[config.mk]
export PLATFORM = sky130hd
export DESIGN_NAME = outp_display_driver_flat
export DESIGN_NICKNAME = d
export VERILOG_FILES = /design/src/rtl/outp_disp_pkg.sv /design/src/rtl/outp_display_driver_if.sv /design/src/rtl/bin2bcd_seq.sv /design/src/rtl/outp_display_driver.sv /design/src/flat_wrapper.sv
export SDC_FILE = /design/constraint.sdc
export NUM_CORES = 1
export LEC_CHECK = 0
export BUFFER_PORTS_ARGS = -buffer_cell sky130_fd_sc_hd__buf_2
export CORE_ASPECT_RATIO = 1.25
export CORE_MARGIN = 2
export CORE_UTILIZATION = 35
export CTS_BUF_LIST = sky130_fd_sc_hd__clkbuf_16
export CTS_CLUSTER_SIZE = 24
export DETAILED_ROUTE_END_ITERATION = 8
export SLEW_MARGIN = 20
export SYNTH_ARGS = -nofsm -noshare
export SYNTH_HDL_FRONTEND = slang
export SYNTH_SLANG_ARGS = --single-unit
[constraint.sdc]
create_clock -name clk -period 4.1 [get_ports clk]
set_clock_uncertainty 0.2 [all_clocks]
set_input_delay 0.615 -clock clk [delete_from_list [all_inputs] [get_ports clk]]
set_output_delay 0.615 -clock clk [all_outputs]
set_load 0.02 [all_outputs]
[src/rtl/outp_disp_pkg.sv]
// Shared types and constants for the Outp display driver: conversion FSM states,
// active-low seven-segment codes ({g,f,e,d,c,b,a}) and conversion sizing.
package outp_disp_pkg;

  typedef enum logic [1:0] {
    IDLE  = 2'd0,
    SHIFT = 2'd1,
    DONE  = 2'd2
  } conv_state_e;

  localparam int unsigned IN_W        = 14;
  localparam int unsigned BCD_W       = 16;
  localparam logic [IN_W-1:0] MAX_DEC = 14'd9999;
  localparam int unsigned CONV_CYCLES = 14;

  localparam logic [6:0] SEG_0     = 7'b1000000;
  localparam logic [6:0] SEG_1     = 7'b1111001;
  localparam logic [6:0] SEG_2     = 7'b0100100;
  localparam logic [6:0] SEG_3     = 7'b0110000;
  localparam logic [6:0] SEG_4     = 7'b0011001;
  localparam logic [6:0] SEG_5     = 7'b0010010;
  localparam logic [6:0] SEG_6     = 7'b0000010;
  localparam logic [6:0] SEG_7     = 7'b1111000;
  localparam logic [6:0] SEG_8     = 7'b0000000;
  localparam logic [6:0] SEG_9     = 7'b0010000;
  localparam logic [6:0] SEG_DASH  = 7'b0111111;
  localparam logic [6:0] SEG_BLANK = 7'b1111111;

  function automatic logic [6:0] seg_decode(input logic [3:0] d);
    case (d)
      4'd0:    seg_decode = SEG_0;
      4'd1:    seg_decode = SEG_1;
      4'd2:    seg_decode = SEG_2;
      4'd3:    seg_decode = SEG_3;
      4'd4:    seg_decode = SEG_4;
      4'd5:    seg_decode = SEG_5;
      4'd6:    seg_decode = SEG_6;
      4'd7:    seg_decode = SEG_7;
      4'd8:    seg_decode = SEG_8;
      4'd9:    seg_decode = SEG_9;
      default: seg_decode = SEG_BLANK;
    endcase
  endfunction

endpackage

[src/rtl/outp_display_driver_if.sv]
// Bus between the Main datapath result and the 4-digit display pins.
interface outp_display_driver_if;
  import outp_disp_pkg::*;

  logic [IN_W-1:0] outp_in;
  logic [6:0]      seg;
  logic [3:0]      an;
  logic            busy;
  logic            ovf;

  modport master (output outp_in, input seg, an, busy, ovf);
  modport slave  (input outp_in, output seg, an, busy, ovf);
endinterface

[src/rtl/bin2bcd_seq.sv]
// Sequential double-dabble: binary is loaded into the low bits, BCD accumulates
// in the top 16 bits, one adjust+shift per step.
module bin2bcd_seq import outp_disp_pkg::*; (
  input  logic             clk,
  input  logic             rst_n,
  input  logic             load,
  input  logic             step,
  input  logic [IN_W-1:0]  bin_in,
  output logic [BCD_W-1:0] bcd,
  output logic             last_step
);

  logic [IN_W+BCD_W-1:0] sr_q, sr_d;
  logic [3:0]            cnt_q, cnt_d;
  logic [BCD_W-1:0]      adj;

  always_comb begin
    adj = '0;
    for (int i = 0; i < BCD_W/4; i++) begin
      adj[4*i +: 4] = (sr_q[IN_W+4*i +: 4] >= 4'd5) ? sr_q[IN_W+4*i +: 4] + 4'd3
                                                    : sr_q[IN_W+4*i +: 4];
    end
  end

  always_comb begin
    sr_d  = sr_q;
    cnt_d = cnt_q;
    if (load) begin
      sr_d  = {{BCD_W{1'b0}}, bin_in};
      cnt_d = '0;
    end else if (step) begin
      // inputs never exceed 9999, so nothing is lost off the top nibble
      sr_d  = {adj, sr_q[IN_W-1:0]} << 1;
      cnt_d = cnt_q + 4'd1;
    end
  end

  always_ff @(posedge clk or negedge rst_n) begin
    if (!rst_n) begin
      sr_q  <= '0;
      cnt_q <= '0;
    end else begin
      sr_q  <= sr_d;
      cnt_q <= cnt_d;
    end
  end

  assign bcd       = sr_q[IN_W +: BCD_W];
  assign last_step = (cnt_q == 4'(CONV_CYCLES-1));

endmodule

[src/rtl/outp_display_driver.sv]
// Converts Outp to BCD on change and multiplexes it onto a 4-digit display.
// Define LEADING_ZERO_BLANK_EN to blank leading zero digits.
module outp_display_driver import outp_disp_pkg::*; #(
  parameter int unsigned SCAN_DIV = 50000
) (
  input logic                 clk,
  input logic                 rst_n,
  outp_display_driver_if.slave bus
);

  localparam int unsigned CW = $clog2(SCAN_DIV);

  conv_state_e      state_q, state_d;
  logic [IN_W-1:0]  last_val_q, last_val_d;
  logic             ovf_pend_q, ovf_pend_d;
  logic             ovf_q, ovf_d;
  logic [3:0][3:0]  dig_q, dig_d;
  logic [CW-1:0]    scan_cnt_q, scan_cnt_d;
  logic [1:0]       idx_q, idx_d;
  logic [6:0]       seg_q, seg_d;
  logic             blank;
  logic             load, step, last_step;
  logic [BCD_W-1:0] bcd;

  bin2bcd_seq u_b2b (
    .clk       (clk),
    .rst_n     (rst_n),
    .load      (load),
    .step      (step),
    .bin_in    (bus.outp_in),
    .bcd       (bcd),
    .last_step (last_step)
  );

  always_comb begin
    state_d    = state_q;
    last_val_d = last_val_q;
    ovf_pend_d = ovf_pend_q;
    ovf_d      = ovf_q;
    dig_d      = dig_q;
    load       = 1'b0;
    step       = 1'b0;
    unique case (state_q)
      IDLE: if (bus.outp_in != last_val_q) begin
        load       = 1'b1;
        last_val_d = bus.outp_in;
        ovf_pend_d = (bus.outp_in > MAX_DEC);
        state_d    = (bus.outp_in > MAX_DEC) ? DONE : SHIFT;
      end
      SHIFT: begin
        step = 1'b1;
        if (last_step) state_d = DONE;
      end
      DONE: begin
        // overflow keeps the old digits; ovf alone selects the dashes
        ovf_d = ovf_pend_q;
        if (!ovf_pend_q) dig_d = bcd;
        state_d = IDLE;
      end
      default: state_d = IDLE;
    endcase
  end

  always_comb begin
    scan_cnt_d = scan_cnt_q + 1'b1;
    idx_d      = idx_q;
    if (scan_cnt_q == CW'(SCAN_DIV-1)) begin
      scan_cnt_d = '0;
      idx_d      = idx_q + 2'd1;
    end
  end

  // seg is built from next-state digit/index so it lands with an and with DONE
  always_comb begin
    blank = 1'b0;
`ifdef LEADING_ZERO_BLANK_EN
    case (idx_d)
      2'd3:    blank = (dig_d[3] == 4'd0);
      2'd2:    blank = (dig_d[3] == 4'd0) && (dig_d[2] == 4'd0);
      2'd1:    blank = (dig_d[3:1] == '0);
      default: blank = 1'b0;
    endcase
`endif
    if (ovf_d)      seg_d = SEG_DASH;
    else if (blank) seg_d = SEG_BLANK;
    else            seg_d = seg_decode(dig_d[idx_d]);
  end

  always_ff @(posedge clk or negedge rst_n) begin
    if (!rst_n) begin
      state_q    <= IDLE;
      last_val_q <= '0;
      ovf_pend_q <= 1'b0;
      ovf_q      <= 1'b0;
      dig_q      <= '0;
      scan_cnt_q <= '0;
      idx_q      <= '0;
      seg_q      <= SEG_0;
    end else begin
      state_q    <= state_d;
      last_val_q <= last_val_d;
      ovf_pend_q <= ovf_pend_d;
      ovf_q      <= ovf_d;
      dig_q      <= dig_d;
      scan_cnt_q <= scan_cnt_d;
      idx_q      <= idx_d;
      seg_q      <= seg_d;
    end
  end

  assign bus.seg  = seg_q;
  assign bus.an   = ~(4'b0001 << idx_q);
  assign bus.busy = (state_q != IDLE);
  assign bus.ovf  = ovf_q;

endmodule
[src/flat_wrapper.sv]
// flat-port wrapper written by rule: the top's interface ports become plain ports
module outp_display_driver_flat import outp_disp_pkg::*;
#(
  parameter int unsigned SCAN_DIV = 50000
)
  (clk, rst_n, bus_outp_in, bus_seg, bus_an, bus_busy, bus_ovf);
  outp_display_driver_if bus_i ();
  input logic clk;
  input logic rst_n;
  input wire logic [$bits(bus_i.outp_in)-1:0] bus_outp_in;
  output wire logic [$bits(bus_i.seg)-1:0] bus_seg;
  output wire logic [$bits(bus_i.an)-1:0] bus_an;
  output wire logic [$bits(bus_i.busy)-1:0] bus_busy;
  output wire logic [$bits(bus_i.ovf)-1:0] bus_ovf;
  assign bus_i.outp_in = bus_outp_in;
  assign bus_seg = bus_i.seg;
  assign bus_an = bus_i.an;
  assign bus_busy = bus_i.busy;
  assign bus_ovf = bus_i.ovf;
  outp_display_driver #(.SCAN_DIV(SCAN_DIV)) u_core (.clk(clk), .rst_n(rst_n), .bus(bus_i));
endmodule
==> results.md <==
- Adder-cell share of the synthesized area: roughly 5.7%
- Minimum clock period: 3.403 ns
- Initial antenna violation count: 0
- CP max FO: 9
- Leak: 2.423 nW
- Ant diodes: 0
- GR Overflow Total: 0
- Post-synth EDFFs: 0
- Crit path largest cell delay: between 0.5 and 0.6 ns
- Total Neg Setup Slack: 0 ns
- Final wirelength: just under 9000 um
- Initial Utilization: 35.96%
- Post-CTS Setup Bufs: 0
- CP max-delay cell: or4b_4
- GP Congestion: 0.7969
- Unrepaired setup endpoints after global routing: false
- Synth top area cells: dfrtp_1, mux2_2, ha_1, nand2_1, xnor2_1
- Post-synthesis sequential area ratio: 50.90%
- Fin worst setup slack: approximately 0.70 ns
- Filler Cell Count: 1238
- Final hold vios: 0
- Worst EP arrival: 3.44 ns
- Clk slew on worst S/H paths: ~0.070 ns
- Slew headroom: a little over two fifths
- Clk_lat worst skew: 0.34 ns
- Ys async rst share: 100.0%
- CTS Buf Count: 9
- Placement Setup Slack: 0.6911 ns
- First-pass GRT wire length: 14970 um
- CTS sink cnt: 93
- Ports: 29
- Cts repair resizes: 0
- GRT Total Usage: 13.21%
- Largest net degree at the start of global routing: 45
- Htree depth: 3
- Post-cts hold buffer count: 0
- PD cells: 692.6 nW/um^2
- Critical path required time: around 4.1 ns
- Hold slack: 0.05344 ns
- Tcrit/Tclk final: between 80% and 90%
- Wirelength per Cell: between 10 and 15 um
- Post-Syn Area per Cell: 10.54 um^2
- Root buf cell: clkbuf_16
- Commonest cells in the netlist: dfrtp_1, nand2_1, mux2_2, o21ai_0
- Pre-antenna DRT Iters: 4
- Max Fclk: 293.9 MHz
- Dominant synthesized flop cell: dfrtp_1
- Post-Syn Nets: 471
- Vias in the first global route: between 3000 and 4000
- Status: complete, no violations
- Maximum VDD drop: 0.2745 mV
- CP Launch Point: u_core.scan_cnt_q[5]$_DFF_PN0_
- Synth Area in Simple Gates: 14.33%
- Largest family of logic cells by synthesized area: simple AND/OR/NAND/NOR gates
- R2R Path Start: u_core.scan_cnt_q[5]$_DFF_PN0_
- Compound-gate portion of the synthesized area: 9.737%
- Cell Area, Synth: approximately 4600 um^2
- Yosys cell types: 43
- Final-report max-slew violation count: 0
- Starting DRT DRC Count: 157
- Top-count cell post-synth: dfrtp_1
- Clk buf depth: 2
- Post-synth top area share: approximately half
- Die height: between 100 and 150 um
- Remaining DRCs: 0
- Area occupied by multi-input gates: approximately 2100 um^2
- Area leader, netlist: dfrtp_1
- Register Area: 2328 um^2
- Final Setup Violations: 0
- CP cell instances: or4b_4, nor4_4, xnor2_2, mux2i_1, mux2i_1, inv_1, ha_1, inv_1, o21ai_1, a21o_1
- Chip width: 106.3 um
- Synthesized netlist cell count: approximately 430
- Hold WC Path Type: input pin to async pin
- Ys Warns: 0
- CTS tree: built
- Critical Path Source Type: register
- Share of cells above drive strength 1: 17.99%
- Post-DP HPWL: just over 6000 um
- Worst Tran Pin Value: 0.8367 ns
- Crit path kind: register to register
- Fin nets: 499
- XOR/XNOR Fraction of Synth Area: roughly 7%
- Overall power: 3.592 mW
- Total of max-cap violations: 0
- Routed via count: 3168
- Die area: 14010 um^2
- Area Overhead vs Synth: 13.38%
- Vias/cell: 4.989
- Multiplexer area fraction after synthesis: a little under a tenth
- CP Capture Type: register
- Register bit total from synthesis: 93
- PortBufs: 28
- ANT nets after route: 0
- Rows: 46
- Total core area: 12720 um^2
[cells by family after synthesis]
kind of cell / count (synthesis)
and+or+nand+nor: 137
DFF: 93
AOI/OAI and AO/OA: 71
buffers and inverters: 38
muxes: 38
xor gates and xnor gates: 36
adders and majority gates: 21
[final timing paths]
check / to / slack (ns) / cells after the start
max in group asynchronous: u_core.bus.seg[6]$_DFF_PN1_ / 2.81 / 2
worst max register to register: u_core.bus.seg[1]$_DFF_PN0_ / 0.70 / 10
worst min register to register: u_core.u_b2b.sr_q[9]$_DFFE_PN0P_ / 0.27 / 2
min in group clk: u_core.u_b2b.sr_q[9]$_DFFE_PN0P_ / 0.27 / 2
worst max-delay path: u_core.bus.seg[1]$_DFF_PN0_ / 0.70 / 10
worst min-delay path: u_core.scan_cnt_q[9]$_DFF_PN0_ / 0.05 / 1
[worst max-delay path, delay by kind of cell (launching register included)]
| family | cells | cell delay [ns] |
|---|---|---|
| simple gates | 2 | 0.93 |
| fa+ha+maj | 1 | 0.32 |
| buf+inv | 2 | 0.24 |
| flops | 1 | 0.42 |
| xor+xnor | 1 | 0.28 |
| compound gates | 2 | 0.27 |
| mux | 2 | 0.63 |
[layout by cell type (no fill, tap or decap), drive strengths merged, types with 2 or more instances in the layout]
master and count:
nor3 6, mux2 28, a31oi 2, xor2 14
and3 3, nor2 19, nand2b 8, o31ai 3
inv 24, o32ai 3, a22oi 13, dfrtp 92
nand2 66, o21ai 24, a22o 2, buf 34
mux2i 10, a21oi 10, ha 21, nor2b 3
nand3 16, nor4 4, clkinvlp 3, xnor2 22
nand4 4, o22ai 9, clkbuf 9
[routing by layer]
metal	GRT usage, %	up-vias	routed length, um	part of all wire, %
li1	-	1551	-	-
met1	16.90	1562	4141	47
met2	21.69	50	4273	49
met3	3.213	5	245	2.8
met4	4.825	0	74	0.85
met5	0	-	0	0
[report_power, final]
group,internal (mW),switching (mW)
registers,1.26,0.204
clock network,0.412,0.361
logic,0.579,0.781
[registers in the layout, summed over array words and instances (netlist names)]
signal	count
u_core.bus.ovf	1
u_core.bus.seg	7
u_core.dig_q	16
u_core.idx_q	2
u_core.last_val_q	14
u_core.ovf_pend_q	1
u_core.scan_cnt_q	16
u_core.state_q	2
u_core.u_b2b.cnt_q	4
u_core.u_b2b.sr_q	30
[cell type report]
| cell class | instances | share of cell area [%] |
|---|---|---|
| clock buffer | 9 | 4.343 |
| clock inverter | 7 | 0.9409 |
| inverter | 21 | 1.520 |
| multi-input combinational | 303 | 40.63 |
| sequential | 93 | 44.90 |
| tap | 168 | 4.053 |
| timing repair buffer | 34 | 3.619 |
[through the flow]
step	utilization (%)	std cells	cell area, um^2
after CTS	40.75	635	5184
final	40.77	635	5186
after detailed placement	38.60	619	4910
after global routing	40.77	635	5186
after global placement	38.60	619	4910
after floorplan	-	434	4574
Power figures use the tool's default switching activity.
